## config.mk

```make
export PLATFORM = sky130hd
export DESIGN_NAME = grant_capture_fifo_flat
export DESIGN_NICKNAME = d
export VERILOG_FILES = /design/src/rtl/grant_capture_fifo_if.sv /design/src/rtl/grant_capture_fifo.sv /design/src/flat_wrapper.sv
export SDC_FILE = /design/constraint.sdc
export NUM_CORES = 1
export LEC_CHECK = 0
export ABC_AREA = 1
export ABC_CLOCK_PERIOD_IN_PS = 1850
export CORE_UTILIZATION = 40
export CTS_BUF_LIST = sky130_fd_sc_hd__clkbuf_4 sky130_fd_sc_hd__clkbuf_8 sky130_fd_sc_hd__clkbuf_16
export DETAILED_ROUTE_END_ITERATION = 12
export SLEW_MARGIN = 20
export SYNTH_ARGS = -nofsm -noshare
export SYNTH_HDL_FRONTEND = slang
export SYNTH_SLANG_ARGS = --single-unit
```

## constraint.sdc

```tcl
create_clock -name clk -period 1.85 [get_ports clk]
set_input_delay 0.2775 -clock clk [delete_from_list [all_inputs] [get_ports clk]]
set_output_delay 0.2775 -clock clk [all_outputs]
set_load 0.03 [all_outputs]
```

## src/rtl/grant_capture_fifo_if.sv

```systemverilog
// Arbiter-facing and downstream-facing handshake bundle for grant_capture_fifo.
// master = the environment that drives grants and consumes the output; slave = the FIFO.
interface grant_capture_fifo_if #(
    parameter int NUM_REQUESTERS = 2,
    parameter int DATA_WIDTH     = 8
);
    localparam int ID_WIDTH = (NUM_REQUESTERS > 1) ? $clog2(NUM_REQUESTERS) : 1;

    logic [NUM_REQUESTERS-1:0]            grant;
    logic [NUM_REQUESTERS*DATA_WIDTH-1:0] req_data;
    logic                                 arb_ready;
    logic [NUM_REQUESTERS-1:0]            ack;
    logic                                 out_valid;
    logic [DATA_WIDTH-1:0]                out_data;
    logic [ID_WIDTH-1:0]                  out_id;
    logic                                 out_ready;

    modport master (
        output grant, req_data, out_ready,
        input  arb_ready, ack, out_valid, out_data, out_id
    );
    modport slave (
        input  grant, req_data, out_ready,
        output arb_ready, ack, out_valid, out_data, out_id
    );
endinterface

```

## src/rtl/grant_capture_fifo.sv

```systemverilog
// Captures the arbiter's one-hot grant (index + winning payload) into a small FIFO,
// pulses a per-requester ack and presents the head on a valid/ready port.
module grant_capture_fifo #(
    parameter int NUM_REQUESTERS = 2,
    parameter int DATA_WIDTH     = 8,
    parameter int FIFO_DEPTH     = 4,
    localparam int ID_WIDTH = (NUM_REQUESTERS > 1) ? $clog2(NUM_REQUESTERS) : 1,
    localparam int CNT_W    = $clog2(FIFO_DEPTH) + 1,
    localparam int PTR_W    = $clog2(FIFO_DEPTH)
) (
    input  logic                  clk,
    input  logic                  rst_n,
    grant_capture_fifo_if.slave   bus,
    output logic [CNT_W-1:0]      count,
    output logic                  onehot_err
);
    logic [FIFO_DEPTH-1:0][DATA_WIDTH-1:0] mem_data_q;
    logic [FIFO_DEPTH-1:0][ID_WIDTH-1:0]   mem_id_q;
    logic [PTR_W-1:0]          wr_ptr_q, wr_ptr_d, rd_ptr_q, rd_ptr_d;
    logic [CNT_W-1:0]          count_q, count_d;
    logic [NUM_REQUESTERS-1:0] ack_q, ack_d;
    logic                      err_q, err_d;

    logic [ID_WIDTH-1:0]   sel_id;
    logic [DATA_WIDTH-1:0] sel_data;
    logic multi, legal, full, push, pop;

    // OR-reduce over the grant lanes: exact for a one-hot grant, ignored otherwise.
    always_comb begin
        sel_id   = '0;
        sel_data = '0;
        for (int i = 0; i < NUM_REQUESTERS; i++) begin
            if (bus.grant[i]) begin
                sel_id   = sel_id | ID_WIDTH'(i);
                sel_data = sel_data | bus.req_data[i*DATA_WIDTH +: DATA_WIDTH];
            end
        end
    end

    assign multi = |(bus.grant & (bus.grant - NUM_REQUESTERS'(1)));
    assign legal = (|bus.grant) && !multi;
    assign full  = (count_q == CNT_W'(FIFO_DEPTH));
    assign push  = legal && !full;
    assign pop   = bus.out_valid && bus.out_ready;

    always_comb begin
        wr_ptr_d = push ? wr_ptr_q + PTR_W'(1) : wr_ptr_q;
        rd_ptr_d = pop  ? rd_ptr_q + PTR_W'(1) : rd_ptr_q;
        ack_d    = push ? bus.grant : '0;
        err_d    = err_q | multi;
        case ({push, pop})
            2'b10:   count_d = count_q + CNT_W'(1);
            2'b01:   count_d = count_q - CNT_W'(1);
            default: count_d = count_q;
        endcase
    end

    always_ff @(posedge clk or negedge rst_n) begin
        if (!rst_n) begin
            wr_ptr_q <= '0;
            rd_ptr_q <= '0;
            count_q  <= '0;
            ack_q    <= '0;
            err_q    <= 1'b0;
        end else begin
            wr_ptr_q <= wr_ptr_d;
            rd_ptr_q <= rd_ptr_d;
            count_q  <= count_d;
            ack_q    <= ack_d;
            err_q    <= err_d;
        end
    end

    // Storage is deliberately left out of reset; out_valid masks stale contents.
    always_ff @(posedge clk) begin
        if (push) begin
            mem_data_q[wr_ptr_q] <= sel_data;
            mem_id_q[wr_ptr_q]   <= sel_id;
        end
    end

    assign bus.arb_ready = !full;
    assign bus.ack       = ack_q;
    assign bus.out_valid = (count_q != '0);
    assign bus.out_data  = mem_data_q[rd_ptr_q];
    assign bus.out_id    = mem_id_q[rd_ptr_q];
    assign count         = count_q;
    assign onehot_err    = err_q;
endmodule

```

## src/flat_wrapper.sv

```systemverilog
// flat-port wrapper written by rule: the top's interface ports become plain ports
module grant_capture_fifo_flat 
#(
    parameter int NUM_REQUESTERS = 2,
    parameter int DATA_WIDTH     = 8,
    parameter int FIFO_DEPTH     = 4,
    localparam int ID_WIDTH = (NUM_REQUESTERS > 1) ? $clog2(NUM_REQUESTERS) : 1,
    localparam int CNT_W    = $clog2(FIFO_DEPTH) + 1,
    localparam int PTR_W    = $clog2(FIFO_DEPTH)
)
  (clk, rst_n, count, onehot_err, bus_grant, bus_req_data, bus_out_ready, bus_arb_ready, bus_ack, bus_out_valid, bus_out_data, bus_out_id);
  grant_capture_fifo_if #(.NUM_REQUESTERS(NUM_REQUESTERS), .DATA_WIDTH(DATA_WIDTH)) bus_i ();
  input  logic clk;
  input  logic rst_n;
  output logic [CNT_W-1:0] count;
  output logic onehot_err;
  input wire logic [$bits(bus_i.grant)-1:0] bus_grant;
  input wire logic [$bits(bus_i.req_data)-1:0] bus_req_data;
  input wire logic [$bits(bus_i.out_ready)-1:0] bus_out_ready;
  output wire logic [$bits(bus_i.arb_ready)-1:0] bus_arb_ready;
  output wire logic [$bits(bus_i.ack)-1:0] bus_ack;
  output wire logic [$bits(bus_i.out_valid)-1:0] bus_out_valid;
  output wire logic [$bits(bus_i.out_data)-1:0] bus_out_data;
  output wire logic [$bits(bus_i.out_id)-1:0] bus_out_id;
  assign bus_i.grant = bus_grant;
  assign bus_i.req_data = bus_req_data;
  assign bus_i.out_ready = bus_out_ready;
  assign bus_arb_ready = bus_i.arb_ready;
  assign bus_ack = bus_i.ack;
  assign bus_out_valid = bus_i.out_valid;
  assign bus_out_data = bus_i.out_data;
  assign bus_out_id = bus_i.out_id;
  grant_capture_fifo #(.NUM_REQUESTERS(NUM_REQUESTERS), .DATA_WIDTH(DATA_WIDTH), .FIFO_DEPTH(FIFO_DEPTH)) u_core (.clk(clk), .rst_n(rst_n), .bus(bus_i), .count(count), .onehot_err(onehot_err));
endmodule
```

==> results.md <==
- Synth warnings: 0
- Unrepaired setup endpoints after global routing: no
- Worst-Margin Slew: 0.481 ns
- Number of synthesized flops with an enable pin: 36
- WP data required: 2.07 ns
- Most frequent cell after synthesis: nand2_1
- Mapped Area: 2180 um2
- Vias per Instance: 4.62
- Mapped Cells: between 150 and 200
- # H-tree levels: 2
- Slew HR: 0.678
- Share of cells above drive strength 1: 0.268
- Setup Skew: around 0.0032 ns
- Post-layout min period: 1.70 ns
- Max-Cap Viols: 0
- Cell Rows: 26
- Synth top area cells: edfxtp_1 50%, dfrtp_1 11%, o211ai_2 10%
- Area Overhead vs Synth: 28.6%
- CTS Sinks: 46
- CP most frequent cell: inv_1
- Post-route clock period utilization: 0.920
- Antenna violations before repair: 0
- Initial Util: 0.421
- Fin nets: 262
- Final Hold Viols: 0
- Hold-fix buffers, CTS: 0
- WL final: ~4200 um
- Post-synthesis sequential area ratio: 0.611
- Worst-path clk slew: 0.08 ns
- DP Wirelength: a little under 3000 um
- Filler instances: roughly 460
- Clk_lat worst skew: 0.30 ns
- DRT antenna net count: 0
- Crit path capture type: flip-flop
- I/O pin count: 38
- Power Total: between 4 and 5 mW
- Cell Pwr Density: 1520 nW/um2
- CTS root buf: clkbuf_8
- Final setup viols: 0
- CTS tree: done
- Final Max Tran Viols: 0
- Max Fclk: approximately 590 MHz
- Core area: around 5200 um2
- Wire per inst: 13.7 um
- Pleak: about 1.2 nW
- Cell taking the most area after synthesis: edfxtp_1
- Die area: roughly 5700 um2
- TNS Setup: 0 ns
- Port-buffer cells: 37
- # diodes: 0
- Avg Cell Area, Syn: between 10 and 15 um2
- Top cell type's share of synthesized area: 0.496
- Hold Path Class: in -> async
- Status: finished, final reports clean
- Vias: around 1400
- Worst path slowest cell: dfrtp_2
- Synth async-reset ratio: 0.217
- Final worst slack: approximately 0.15 ns
- Most frequent cells after synthesis: 43 x nand2_1, 36 x edfxtp_1, 30 x inv_1, 18 x o211ai_2, 10 x dfrtp_1
- Yosys reg bits: between 40 and 50
- Maximum vdd drop: ~0.79 mV
- Largest net degree at the start of global routing: 21
- Detailed Routing Iterations Pass 1: 2
- DRC Markers: 0
- First DRT Iteration DRCs: 45
- Worst stage delay on the critical path: approximately 0.44 ns
- Crit path launch type: flip-flop
- Die Y-Extent: 75.8 um
- Global-route wire length before repair: 6490 um
- Clock buffer depth: 2
- R2R Setup Slk: 0.15 ns
- Top FF cell, synth: edfxtp_1
- CP cell instances: inv_4 > nand3_4 > nand2_1 > inv_1 > ha_1 > inv_1 > fa_2 > o21ai_1
- Gr ovfl total: 0
- Die width: roughly 76 um
- CTS Buf Count: 5
- Post-Syn Nets: ~210
- Synth unique cells: 24
- Vias in the first global route: around 1400
- Gr usage total: 0.163
- Worst hold margin: slightly above 0.3 ns
- Gpl congestion: between 0.6 and 0.7
- Worst Path Arrival: 1.92 ns
- Setup CP Type: reg -> reg
- Crit Path Max Fanout: 4
- Pre-CTS WS: -0.302 ns
[metal layers]
| metal | GRT usage | part of all wire |
|---|---|---|
| met3 | 0.0503 | 0.042 |
| met4 | 0.0576 | 0.015 |
| met5 | 0 | 0 |
| met1 | 0.194 | 0.43 |
| met2 | 0.280 | 0.52 |
[worst max-delay path, delay by kind of cell (launching register included)]
family / cells / cell delay, ns
adder cells (fa/ha/maj): 2 / 0.63
flip-flops: 1 / 0.44
buffers and inverters: 3 / 0.25
AND/OR/NAND/NOR: 2 / 0.17
AO/OA/AOI/OAI: 1 / 0.13
[worst paths after layout]
path,start,end,cells past startpoint
setup / recovery,u_core.count[0],u_core.count[1],8
hold / removal,rst_n,u_core.count[0],1
hold reg to reg,u_core.onehot_err,u_core.onehot_err,1
max in group asynchronous,rst_n,u_core.count[2],1
min in group clk,bus_grant[1],u_core.onehot_err,3
setup reg to reg,u_core.count[0],u_core.count[1],8
[metrics by stage]
stage | std cells | util | area (um2)
floorplan | 183 | - | 2210
global placement | 297 | 0.528 | 2730
detailed placement | 297 | 0.528 | 2730
CTS | 305 | 0.545 | 2820
global route | 305 | 0.542 | 2800
finish | 305 | 0.542 | 2800
[cells in the final DEF (no fill, tap or decap), drive strengths merged, types with 2 or more instances in the layout]
master / instances
nand2: 45
edfxtp: 36
inv: 34
clkdlybuf4s50: 24
o211ai: 18
buf: 15
clkbuf: 14
dfrtp: 10
a22o: 8
nand3: 7
nor2: 6
ha: 6
clkinv: 3
dlymetal6s2s: 2
dlygate4sd2: 2
[flip-flops by register name (all words and copies together), names as in the netlist]
register,cells
u_core.onehot_err,1
u_core.rd_ptr_q,2
u_core.mem_id_q,4
u_core.mem_data_q,32
u_core.bus.ack,2
u_core.wr_ptr_q,2
u_core.count,3
[what timing repair did]
action	CTS	global route
resized for setup	16	24
gates cloned	0	0
buffers inserted	0	0
setup endpoints to repair	11	11
pin swaps	0	0
[report_power, final]
group | total, mW | switching (mW) | internal (mW) | leakage [nW]
logic | 2.12 | 1.34 | 0.776 | 0.729
registers | 1.54 | 0.139 | 1.40 | 0.448
clock network | 0.609 | 0.328 | 0.281 | 0.0486
total | 4.26 | 1.81 | 2.45 | 1.23
[cell families (layout without fill, tap and decap cells)]
kind of cell,count (synthesis),in the layout,synth area share
AND/OR/NAND/NOR,60,60,0.114
flip-flops,46,46,0.611
buffers and inverters,42,94,0.0895
AO/OA/AOI/OAI,27,27,0.138
adder cells (fa/ha/maj),7,7,0.0436
XOR/XNOR,1,1,0.00402
[layout make-up]
cell class | count | area [um2] | share of cell area
inverters | 35 | 139 | 0.0496
well taps | 70 | 87.6 | 0.0312
flip-flops and latches | 46 | 1340 | 0.476
clock buffers | 6 | 76.3 | 0.0272
clock inverters | 2 | 13.8 | 0.00491
repair buffers | 51 | 458 | 0.163
multi-input cells | 95 | 693 | 0.247
(Power assumes the default switching activity.)
